**src/rtl/alu_pkg.sv**
```systemverilog
// Shared opcode, flag, FSM-state and class definitions for the ALU execute controller.
package alu_pkg;

  localparam int unsigned FLAG_W = 5;

  localparam int unsigned FLAG_N = 0;
  localparam int unsigned FLAG_L = 1;
  localparam int unsigned FLAG_O = 2;
  localparam int unsigned FLAG_C = 3;
  localparam int unsigned FLAG_Z = 4;

  localparam logic [FLAG_W-1:0] MASK_ARITH = 5'b11100;  // Z, C, O
  localparam logic [FLAG_W-1:0] MASK_CMP   = 5'b10011;  // Z, L, N

  localparam logic [7:0] OP_ADD    = 8'h05;
  localparam logic [7:0] OP_ADDU   = 8'h06;
  localparam logic [7:0] OP_ADDC   = 8'h07;
  localparam logic [7:0] OP_ADDCU  = 8'h04;
  localparam logic [7:0] OP_ADDI   = 8'h50;
  localparam logic [7:0] OP_ADDUI  = 8'h60;
  localparam logic [7:0] OP_ADDCI  = 8'h70;
  localparam logic [7:0] OP_ADDCUI = 8'h40;
  localparam logic [7:0] OP_SUB    = 8'h09;
  localparam logic [7:0] OP_SUBI   = 8'h90;
  localparam logic [7:0] OP_CMP    = 8'h0B;
  localparam logic [7:0] OP_CMPI   = 8'hB0;
  localparam logic [7:0] OP_CMPU   = 8'h08;
  localparam logic [7:0] OP_CMPUI  = 8'h0C;
  localparam logic [7:0] OP_AND    = 8'h01;
  localparam logic [7:0] OP_OR     = 8'h02;
  localparam logic [7:0] OP_XOR    = 8'h03;
  localparam logic [7:0] OP_NOT    = 8'h0F;

  typedef enum logic [1:0] {
    StIdle,
    StRead,
    StExec,
    StWb
  } state_e;

  typedef enum logic [2:0] {
    ClsAdd,
    ClsSub,
    ClsCmp,
    ClsLogic,
    ClsIllegal
  } op_class_e;

  function automatic op_class_e op_class(input logic [7:0] op);
    op_class_e cls;
    case (op)
      OP_ADD, OP_ADDU, OP_ADDC, OP_ADDCU,
      OP_ADDI, OP_ADDUI, OP_ADDCI, OP_ADDCUI: cls = ClsAdd;
      OP_SUB, OP_SUBI:                        cls = ClsSub;
      OP_CMP, OP_CMPI, OP_CMPU, OP_CMPUI:     cls = ClsCmp;
      OP_AND, OP_OR, OP_XOR, OP_NOT:          cls = ClsLogic;
      default:                                cls = ClsIllegal;
    endcase
    return cls;
  endfunction

endpackage

```
**src/rtl/alu_op_decode.sv**
```systemverilog
// Combinational opcode decoder: operand form, carry use, writeback and PSR flag mask.
module alu_op_decode
  import alu_pkg::*;
(
  input  logic [7:0]        opcode_i,
  output logic              is_imm_o,
  output logic              imm_signed_o,
  output logic              use_carry_o,
  output logic              writes_rd_o,
  output logic [FLAG_W-1:0] flag_mask_o,
  output logic              illegal_o
);

  op_class_e cls;

  always_comb begin
    cls          = op_class(opcode_i);
    is_imm_o     = 1'b0;
    imm_signed_o = 1'b0;
    use_carry_o  = 1'b0;
    writes_rd_o  = 1'b0;
    flag_mask_o  = '0;
    illegal_o    = 1'b0;

    case (cls)
      ClsAdd, ClsSub: begin
        writes_rd_o = 1'b1;
        flag_mask_o = MASK_ARITH;
      end
      ClsCmp:   flag_mask_o = MASK_CMP;
      ClsLogic: writes_rd_o = 1'b1;
      default:  illegal_o   = 1'b1;
    endcase

    case (opcode_i)
      OP_ADDI, OP_ADDCI, OP_SUBI, OP_CMPI: begin
        is_imm_o     = 1'b1;
        imm_signed_o = 1'b1;
      end
      OP_ADDUI, OP_ADDCUI, OP_CMPUI: is_imm_o = 1'b1;
      default: ;
    endcase

    case (opcode_i)
      OP_ADDC, OP_ADDCU, OP_ADDCI, OP_ADDCUI: use_carry_o = 1'b1;
      default: ;
    endcase
  end

endmodule

```
**src/rtl/alu_exec_ctrl.sv**
```systemverilog
// Multi-cycle execute controller: sequences one instruction through the shared ALU
// (IDLE -> READ -> EXEC -> WB) and maintains the PSR flags.
module alu_exec_ctrl
  import alu_pkg::*;
#(
  parameter int unsigned DATA_W = 16,
  parameter int unsigned REG_AW = 4,
  parameter int unsigned IMM_W  = 8
) (
  input  logic              clk,
  input  logic              reset,
  input  logic              instr_valid,
  output logic              instr_ready,
  input  logic [7:0]        instr_opcode,
  input  logic [REG_AW-1:0] instr_rdst,
  input  logic [REG_AW-1:0] instr_rsrc,
  input  logic [IMM_W-1:0]  instr_imm,
  output logic [REG_AW-1:0] rf_raddr_a,
  output logic [REG_AW-1:0] rf_raddr_b,
  input  logic [DATA_W-1:0] rf_rdata_a,
  input  logic [DATA_W-1:0] rf_rdata_b,
  output logic              rf_we,
  output logic [REG_AW-1:0] rf_waddr,
  output logic [DATA_W-1:0] rf_wdata,
  output logic [DATA_W-1:0] alu_a,
  output logic [DATA_W-1:0] alu_b,
  output logic [7:0]        alu_opcode,
  output logic              alu_carry_in,
  input  logic [DATA_W-1:0] alu_c,
  input  logic [4:0]        alu_flags,
  output logic [4:0]        psr_flags,
  output logic              done,
  output logic              illegal_op
);

  state_e            state_q, state_d;
  logic [7:0]        opcode_q, opcode_d;
  logic [REG_AW-1:0] rdst_q, rdst_d;
  logic [REG_AW-1:0] rsrc_q, rsrc_d;
  logic [IMM_W-1:0]  imm_q, imm_d;
  logic [DATA_W-1:0] opa_q, opa_d;
  logic [DATA_W-1:0] opb_q, opb_d;
  logic [7:0]        alu_op_q, alu_op_d;
  logic              alu_cin_q, alu_cin_d;
  logic [DATA_W-1:0] res_q, res_d;
  logic [FLAG_W-1:0] res_flags_q, res_flags_d;
  logic [FLAG_W-1:0] psr_q, psr_d;

  logic              is_imm;
  logic              imm_signed;
  logic              use_carry;
  logic              writes_rd;
  logic [FLAG_W-1:0] flag_mask;
  logic              illegal;
  logic              accept;
  logic [DATA_W-1:0] imm_ext;

  alu_op_decode u_decode (
    .opcode_i     (opcode_q),
    .is_imm_o     (is_imm),
    .imm_signed_o (imm_signed),
    .use_carry_o  (use_carry),
    .writes_rd_o  (writes_rd),
    .flag_mask_o  (flag_mask),
    .illegal_o    (illegal)
  );

  assign accept  = (state_q == StIdle) && instr_valid;
  assign imm_ext = imm_signed ? {{(DATA_W-IMM_W){imm_q[IMM_W-1]}}, imm_q}
                              : {{(DATA_W-IMM_W){1'b0}}, imm_q};

  always_comb begin
    state_d     = state_q;
    opcode_d    = opcode_q;
    rdst_d      = rdst_q;
    rsrc_d      = rsrc_q;
    imm_d       = imm_q;
    opa_d       = opa_q;
    opb_d       = opb_q;
    alu_op_d    = alu_op_q;
    alu_cin_d   = alu_cin_q;
    res_d       = res_q;
    res_flags_d = res_flags_q;
    psr_d       = psr_q;

    unique case (state_q)
      StIdle: begin
        if (instr_valid) begin
          opcode_d = instr_opcode;
          rdst_d   = instr_rdst;
          rsrc_d   = instr_rsrc;
          imm_d    = instr_imm;
          state_d  = StRead;
        end
      end
      StRead: begin
        // ALU inputs are registered here so they stay stable outside EXEC.
        opa_d     = rf_rdata_a;
        opb_d     = is_imm ? imm_ext : rf_rdata_b;
        alu_op_d  = opcode_q;
        alu_cin_d = use_carry & psr_q[FLAG_C];
        state_d   = StExec;
      end
      StExec: begin
        res_d       = alu_c;
        res_flags_d = alu_flags;
        state_d     = StWb;
      end
      StWb: begin
        psr_d   = (psr_q & ~flag_mask) | (res_flags_q & flag_mask);
        state_d = StIdle;
      end
      default: state_d = StIdle;
    endcase
  end

  always_ff @(posedge clk) begin
    if (!reset) begin
      state_q     <= StIdle;
      opcode_q    <= '0;
      rdst_q      <= '0;
      rsrc_q      <= '0;
      imm_q       <= '0;
      opa_q       <= '0;
      opb_q       <= '0;
      alu_op_q    <= '0;
      alu_cin_q   <= 1'b0;
      res_q       <= '0;
      res_flags_q <= '0;
      psr_q       <= '0;
    end else begin
      state_q     <= state_d;
      opcode_q    <= opcode_d;
      rdst_q      <= rdst_d;
      rsrc_q      <= rsrc_d;
      imm_q       <= imm_d;
      opa_q       <= opa_d;
      opb_q       <= opb_d;
      alu_op_q    <= alu_op_d;
      alu_cin_q   <= alu_cin_d;
      res_q       <= res_d;
      res_flags_q <= res_flags_d;
      psr_q       <= psr_d;
    end
  end

  // Read addresses bypass the latch on the accept cycle so data lands in READ.
  assign rf_raddr_a   = accept ? instr_rdst : rdst_q;
  assign rf_raddr_b   = accept ? instr_rsrc : rsrc_q;
  assign instr_ready  = (state_q == StIdle);
  assign done         = (state_q == StWb);
  assign illegal_op   = done && illegal;
  assign rf_we        = done && writes_rd;
  assign rf_waddr     = rdst_q;
  assign rf_wdata     = res_q;
  assign alu_a        = opa_q;
  assign alu_b        = opb_q;
  assign alu_opcode   = alu_op_q;
  assign alu_carry_in = alu_cin_q;
  assign psr_flags    = psr_q;

endmodule

```
**config.mk**
```make
export PLATFORM = sky130hd
export DESIGN_NAME = alu_exec_ctrl
export DESIGN_NICKNAME = d
export VERILOG_FILES = /design/src/rtl/alu_pkg.sv /design/src/rtl/alu_op_decode.sv /design/src/rtl/alu_exec_ctrl.sv
export SDC_FILE = /design/constraint.sdc
export NUM_CORES = 1
export LEC_CHECK = 0
export BUFFER_PORTS_ARGS = -buffer_cell sky130_fd_sc_hd__buf_4
export CAP_MARGIN = 15
export CORE_MARGIN = 2
export CORE_UTILIZATION = 30
export DETAILED_ROUTE_END_ITERATION = 10
export SYNTH_ARGS = -nofsm -noshare
export SYNTH_HDL_FRONTEND = slang
export SYNTH_HIERARCHICAL = 1
export SYNTH_SLANG_ARGS = --single-unit
```
**constraint.sdc**
```tcl
create_clock -name clk -period 2.25 [get_ports clk]
set_input_delay 0 -clock clk [delete_from_list [all_inputs] [get_ports clk]]
set_output_delay 0 -clock clk [all_outputs]
set_load 0.005 [all_outputs]
```
### After elaboration in Yosys (flattened, before gate mapping)

Cells that the tools add are included.

* register bits after elaboration: 93
* bits of input ports: 80
* logic and storage cells: 71

* eq/ne operators: 25
* multiplexer cells: 13
* bitwise operators: 5
* reductions and logical operators: 16

Operators by type and width (count)
* == test 8 x 4 -> 1 bit (second input constant): 5
* == test 8 x 3 -> 1 bit (second input constant): 4
* == test 8 x 7 -> 1 bit (second input constant): 4
* 2-to-1 mux 16 bit: 2
* OR reduction 4 bit: 5
* == test 8 x 2 -> 1 bit (second input constant): 2
* == test 8 bit (second input constant): 2
* one-hot mux 3 bit (4 select lines): 1
* AND 5 bit: 2
* one-hot mux 5 bit (2 select lines): 1
* == test 8 x 1 -> 1 bit (second input constant): 1
* 2-to-1 mux 4 bit: 2
* one-hot mux 2 bit (4 select lines): 1
* OR reduction 8 bit: 1
* OR reduction 7 bit: 1
* == test 3 x 2 -> 1 bit (second input constant): 2
* 2-to-1 mux 1 bit: 5
* NOT 5 bit: 1
* bitwise OR 5 bit: 1
* == test 2 bit (second input constant): 2
* OR reduction 2 bit: 2
* == test 3 x 1 -> 1 bit (second input constant): 1
* logical AND 1 bit: 3
* zero test 3 bit: 1
* other kinds (7): 7

### Longest topological paths before layout

* word-level depth: 9
* gate-level depth with buffers: 9
* mapped depth without buffers: 7

### Modules after synthesis

Netlist, hierarchy kept.

By module, submodules not included
* alu_exec_ctrl: instances 1, cells an instance 381, area an instance 3852.4 µm², seq. area each 1861.8 µm²
* alu_op_decode: instances 1, cells an instance 44, area an instance 306.5 µm², seq. area each 0.0 µm²

### Least setup slack after synthesis

Ideal clock, no wire load.

* kind: reg-to-reg
* from: register opcode_q[3]
* to: register opb_q[0] (netlist: alu_b[0])
* setup time: 0.119 ns
* data arrival time: 1.550 ns
* data required time: 2.131 ns
* path slack: 0.581 ns
* stages on the path, launching flop included: 10
* path buffers: 3
* path through: dfxtp_1 clkbuf_1 nand2_1 nor4_1 o21ai_0 nand2_1 buf_2 buf_6 mux2i_1 a21oi_1

* longest elaborated chain between the ends: 4
* elaborated cells between the ends (all ways): 10
* those cells by class: 7 x eq/ne; 2 x mux; 1 x reduce/logical

Ends and longest elaborated chain
* start, declared: line alu_exec_ctrl.sv:37 `logic [7:0] opcode_q, opcode_d;`
* start signal, assigned: line alu_exec_ctrl.sv:133 `opcode_q <= opcode_d;`
* == test 8 x 7 -> 1 bit, or another cell as far along: line alu_op_decode.sv:35 `case (opcode_i)`
* OR reduction 7 bit (no source line) (*)
* 2-to-1 mux 1 bit (*): line alu_op_decode.sv:35
* via is_imm: line alu_exec_ctrl.sv:49 `logic is_imm;`
* 2-to-1 mux 16 bit (*): line alu_exec_ctrl.sv:99 `opb_d = is_imm ? imm_ext : rf_rdata_b;`
* end signal, assigned: line alu_exec_ctrl.sv:138 `opb_q <= opb_d;`
* end, declared: line alu_exec_ctrl.sv:42 `logic [DATA_W-1:0] opb_q, opb_d;`

Mark *: on every way through the listed nets, which the timed path passes. The rest lies on a longest branch.
A chain may end at the register's enable or synchronous reset.

### Worst setup path after layout

* from: register opcode_q[4]
* to: output rf_we

* longest elaborated chain between the ends: 7
* elaborated cells between the ends (all ways): 29
* those cells by class: 20 x eq/ne; 2 x mux; 7 x reduce/logical

Ends and longest elaborated chain
* == test 8 x 3 -> 1 bit, or another cell as far along: line alu_pkg.sv:51 `case (op)`
* OR reduction 8 bit, or another cell as far along: line alu_pkg.sv:51
* one-hot mux 3 bit (4 select lines) (*): line alu_pkg.sv:51
* == test 3 x 1 -> 1 bit, or another cell as far along: line alu_op_decode.sv:25 `case (cls)`
* OR reduction 3 bit (no source line) (*)
* 2-to-1 mux 1 bit (*): line alu_op_decode.sv:25
* via writes_rd: line alu_exec_ctrl.sv:52 `logic writes_rd;`
* logical AND 1 bit (*): line alu_exec_ctrl.sv:153 `assign rf_we = done && writes_rd;`
* end, declared: line alu_exec_ctrl.sv:22 `output logic rf_we,`

Marked as above.

==> results.sh <==
export IMPL_crit_reg2reg_launch="opcode_q[7]$_SDFFE_PN0P_"
export IMPL_clk_insertion_delay_late_ns=0.34
export IMPL_synthesis_nets=510
export IMPL_dp_hpwl_mm=7.38
export IMPL_endpoint_kind="output port"
export IMPL_fin_skew_ns=0.00767
export IMPL_worstHoldEndpoint="alu_b[4]$_SDFFE_PN0N_"
export IMPL_min_path_type="primary input to flop"
export IMPL_total_power_mw=6.34
export IMPL_slew_viol_final=0
export IMPL_cts_tree="yes"
export IMPL_async_reset_ff_frac=0
export IMPL_drc=0
export IMPL_crit_path_max_fanout=10
export IMPL_switching_power_mw=2.09
export IMPL_netlist_top_cells_count="dfxtp_1, nand2_1, mux2i_1, nor2b_1"
export IMPL_pwr_share_seq=0.371
export IMPL_hold_start="reset"
export IMPL_clkSinkCount=93
export IMPL_netlist_instances=425
export IMPL_yosysWarnings=6
export IMPL_io_buffers=157
export IMPL_die_area_um2=14800
export IMPL_seq_area_frac_synth=0.448
export IMPL_rsz0062_at_grt="false"
export IMPL_worst_slew_pin_slew_ns=0.770
export IMPL_first_global_vias=3679
export IMPL_cts_resized=0
export IMPL_yosysTopAreaCellShare=0.448
export IMPL_grt_ovfl_total=0
export IMPL_routedWlPerCell_um=13.9
export IMPL_final_setup_tns_ns=0
export IMPL_postRouteAntennaNets=0
export IMPL_p_clk_frac=0.242
export IMPL_setup_viol=0
export IMPL_reg2reg_depth=7
export IMPL_worstSetupPathType="flop to output port"
export IMPL_hold_depth=3
export IMPL_antenna_found_initial=0
export IMPL_numCtsBuffers=9
export IMPL_antenna_cells=0
export IMPL_fmax_mhz=484
export IMPL_fp_coreArea_um2=13700
export IMPL_drtIter0Drc=169
export IMPL_p_per_area_nw_per_um2=977
export IMPL_place_congestion=0.776
export IMPL_die_h_um=122
export IMPL_fin_crit_ns=2.07
export IMPL_area_growth_synth_to_final_pct=56.0
export IMPL_crit_family="simple AND/OR/NAND/NOR gates"
export IMPL_max_cap_violations=0
export IMPL_initial_utilization=0.303
export IMPL_cp_required_ns=2.25
export IMPL_status="finished clean"
export IMPL_setup_worst_path_start="opcode_q[4]$_SDFFE_PN0P_"
export IMPL_ys_ff_latch=93
export IMPL_crit_buf_inv=1
export IMPL_whs_ns=0.274
export IMPL_power_frac_comb=0.386
export IMPL_vias_per_cell=4.49
export IMPL_p_leak_nw=2.68
export IMPL_syn_area_um2=4160
export IMPL_rows=43
export IMPL_wl_mm=11.5
export IMPL_syn_avg_cell_area_um2=9.79
export IMPL_grt_max_degree=94
export IMPL_yosysMostFrequentCell="dfxtp_1"
export IMPL_relSlewSlack=0.487
export IMPL_vias=3724
export IMPL_crit_chain="nor4_4, a21boi_1, a211oi_2, nor2b_2, and2_1, buf_4"
export IMPL_finalCritPeriodShare=0.919
export IMPL_ctsHtreeMaxLevel=3
export IMPL_rrSetupSlack_ns=0.36
export IMPL_ir_drop_mv=0.518
export IMPL_die_w_um=122
export IMPL_grt_pass1_wl_mm=17.9
export IMPL_synth_area_top_cells="dfxtp_1, mux2i_1, nor2b_1, nand2_1, a21boi_2"
export IMPL_layout_cells_non_filler=829
export IMPL_clockRootBuffer="clkbuf_16"
export IMPL_ios=158
export IMPL_p_int_mw=4.25
export IMPL_nNetsFinal=729
export IMPL_cts_buffer_depth=2
export IMPL_firstDrtPassIters=4
export IMPL_grtUsageTotal=0.154
export IMPL_place_inst=735
export IMPL_worstPathArrival_ns=2.07
export IMPL_start_kind="flop"
export IMPL_cp_slowest_cell="nor4_4"
export IMPL_final_hold_viol_count=0
export IMPL_yosysTopAreaCell="dfxtp_1"
export IMPL_synthFlopType="dfxtp_1"
export IMPL_cpPeakStageDelay_ns=0.46
export IMPL_sw_frac_of_total=0.330
export IMPL_path_clk_slew_ns=0.07
export IMPL_yosys_cell_types_count=39
export IMPL_layout_drive_gt1_share=0.330
export IMPL_synth_enable_flop_cells=0
==> repair_timing <==
item	in CTS	in global routing
hold endpoints to repair	78	0
setup buffers	0	0
hold buffers	78	0
==> kinds of logic after synthesis <==
group           Yosys count  synth area share
mux                      62             0.152
compound gates           77             0.137
simple gates            150             0.193
buf+inv                  37            0.0542
xor+xnor                  1           0.00211
flops                    93             0.448
fa+ha+maj                 5            0.0150
==> power groups by stage <==
| stage | logic [mW] | registers, mW | clock network, mW |
|---|---|---|---|
| final | 2.45 | 2.35 | 1.54 |
| after detailed placement | 2.36 | 2.38 | 0 |
| after CTS | 2.47 | 2.35 | 1.60 |
| after global placement | 2.31 | 2.36 | 0 |
| after floorplan | 1.51 | 2.32 | 0 |
| after global routing | 2.70 | 2.41 | 1.66 |
==> cells in the final DEF (no fill, tap or decap), types with 3 or more instances in the layout <==
cell and instances:
o21ai_0 20, dfxtp_1 93, nand2b_1 10, nor3_1 3, a21boi_0 10, mux2i_1 54
nand3_1 8, dlygate4sd3_1 78, nand2_1 62, a21boi_2 20, a21oi_1 18, nor2b_1 48
buf_4 161, ha_1 4, inv_1 5, clkbuf_16 9, mux2_2 8, and2_1 3
nor2_1 4
==> area by class of cell <==
class                      count  area (µm²)
fill                        1268        7230
multi-input combinational    295        2070
timing repair buffer         240        2010
sequential                    93        1860
clock buffer                  11         243
tap                          180         225
clock inverter                 5        57.6
inverter                       5        18.8
==> state kept, by name (all words and copies together) (netlist names), named ones only <==
register / flops
state_q: 2
alu_carry_in: 1
alu_b: 16
rf_waddr: 4
rf_wdata: 16
rsrc_q: 4
imm_q: 8
res_flags_q: 5
opcode_q: 8
alu_a: 16
alu_opcode: 8
==> worst max path at each step <==
stage	end	depth (start not counted)
finish	rf_we	6
global route	rf_we	6
CTS	rf_we	6
detailed placement	alu_b[4]$_SDFFE_PN0N_	6
global placement	alu_b[3]$_SDFFE_PN0N_	6
floorplan	alu_b[0]$_SDFFE_PN0N_	9
==> routing by layer <==
| layer | track usage | part of all wire |
|---|---|---|
| met1 | 0.188 | 0.44 |
| met2 | 0.256 | 0.48 |
| met3 | 0.0435 | 0.060 |
| met4 | 0.0568 | 0.015 |
| met5 | 0 | 0 |
==> metrics by stage <==
step	area, µm²	util	worst slack (ns)
floorplan	4160	-	0.581
global placement	5410	0.394	0.492
detailed placement	5410	0.394	0.412
CTS	6490	0.473	0.195
global route	6490	0.473	0.0353
finish	6490	0.473	0.182
==> worst register-to-register path, stage by stage, from the launching register on <==
cell and delay, ns:
dfxtp_1 0.47, nor2b_1 0.33, a31oi_1 0.18, o211ai_1 0.41, or2_1 0.18, nand2_1 0.05
nand2_1 0.08, a21boi_0 0.07
Note: power is estimated with default switching activity, not from simulation.
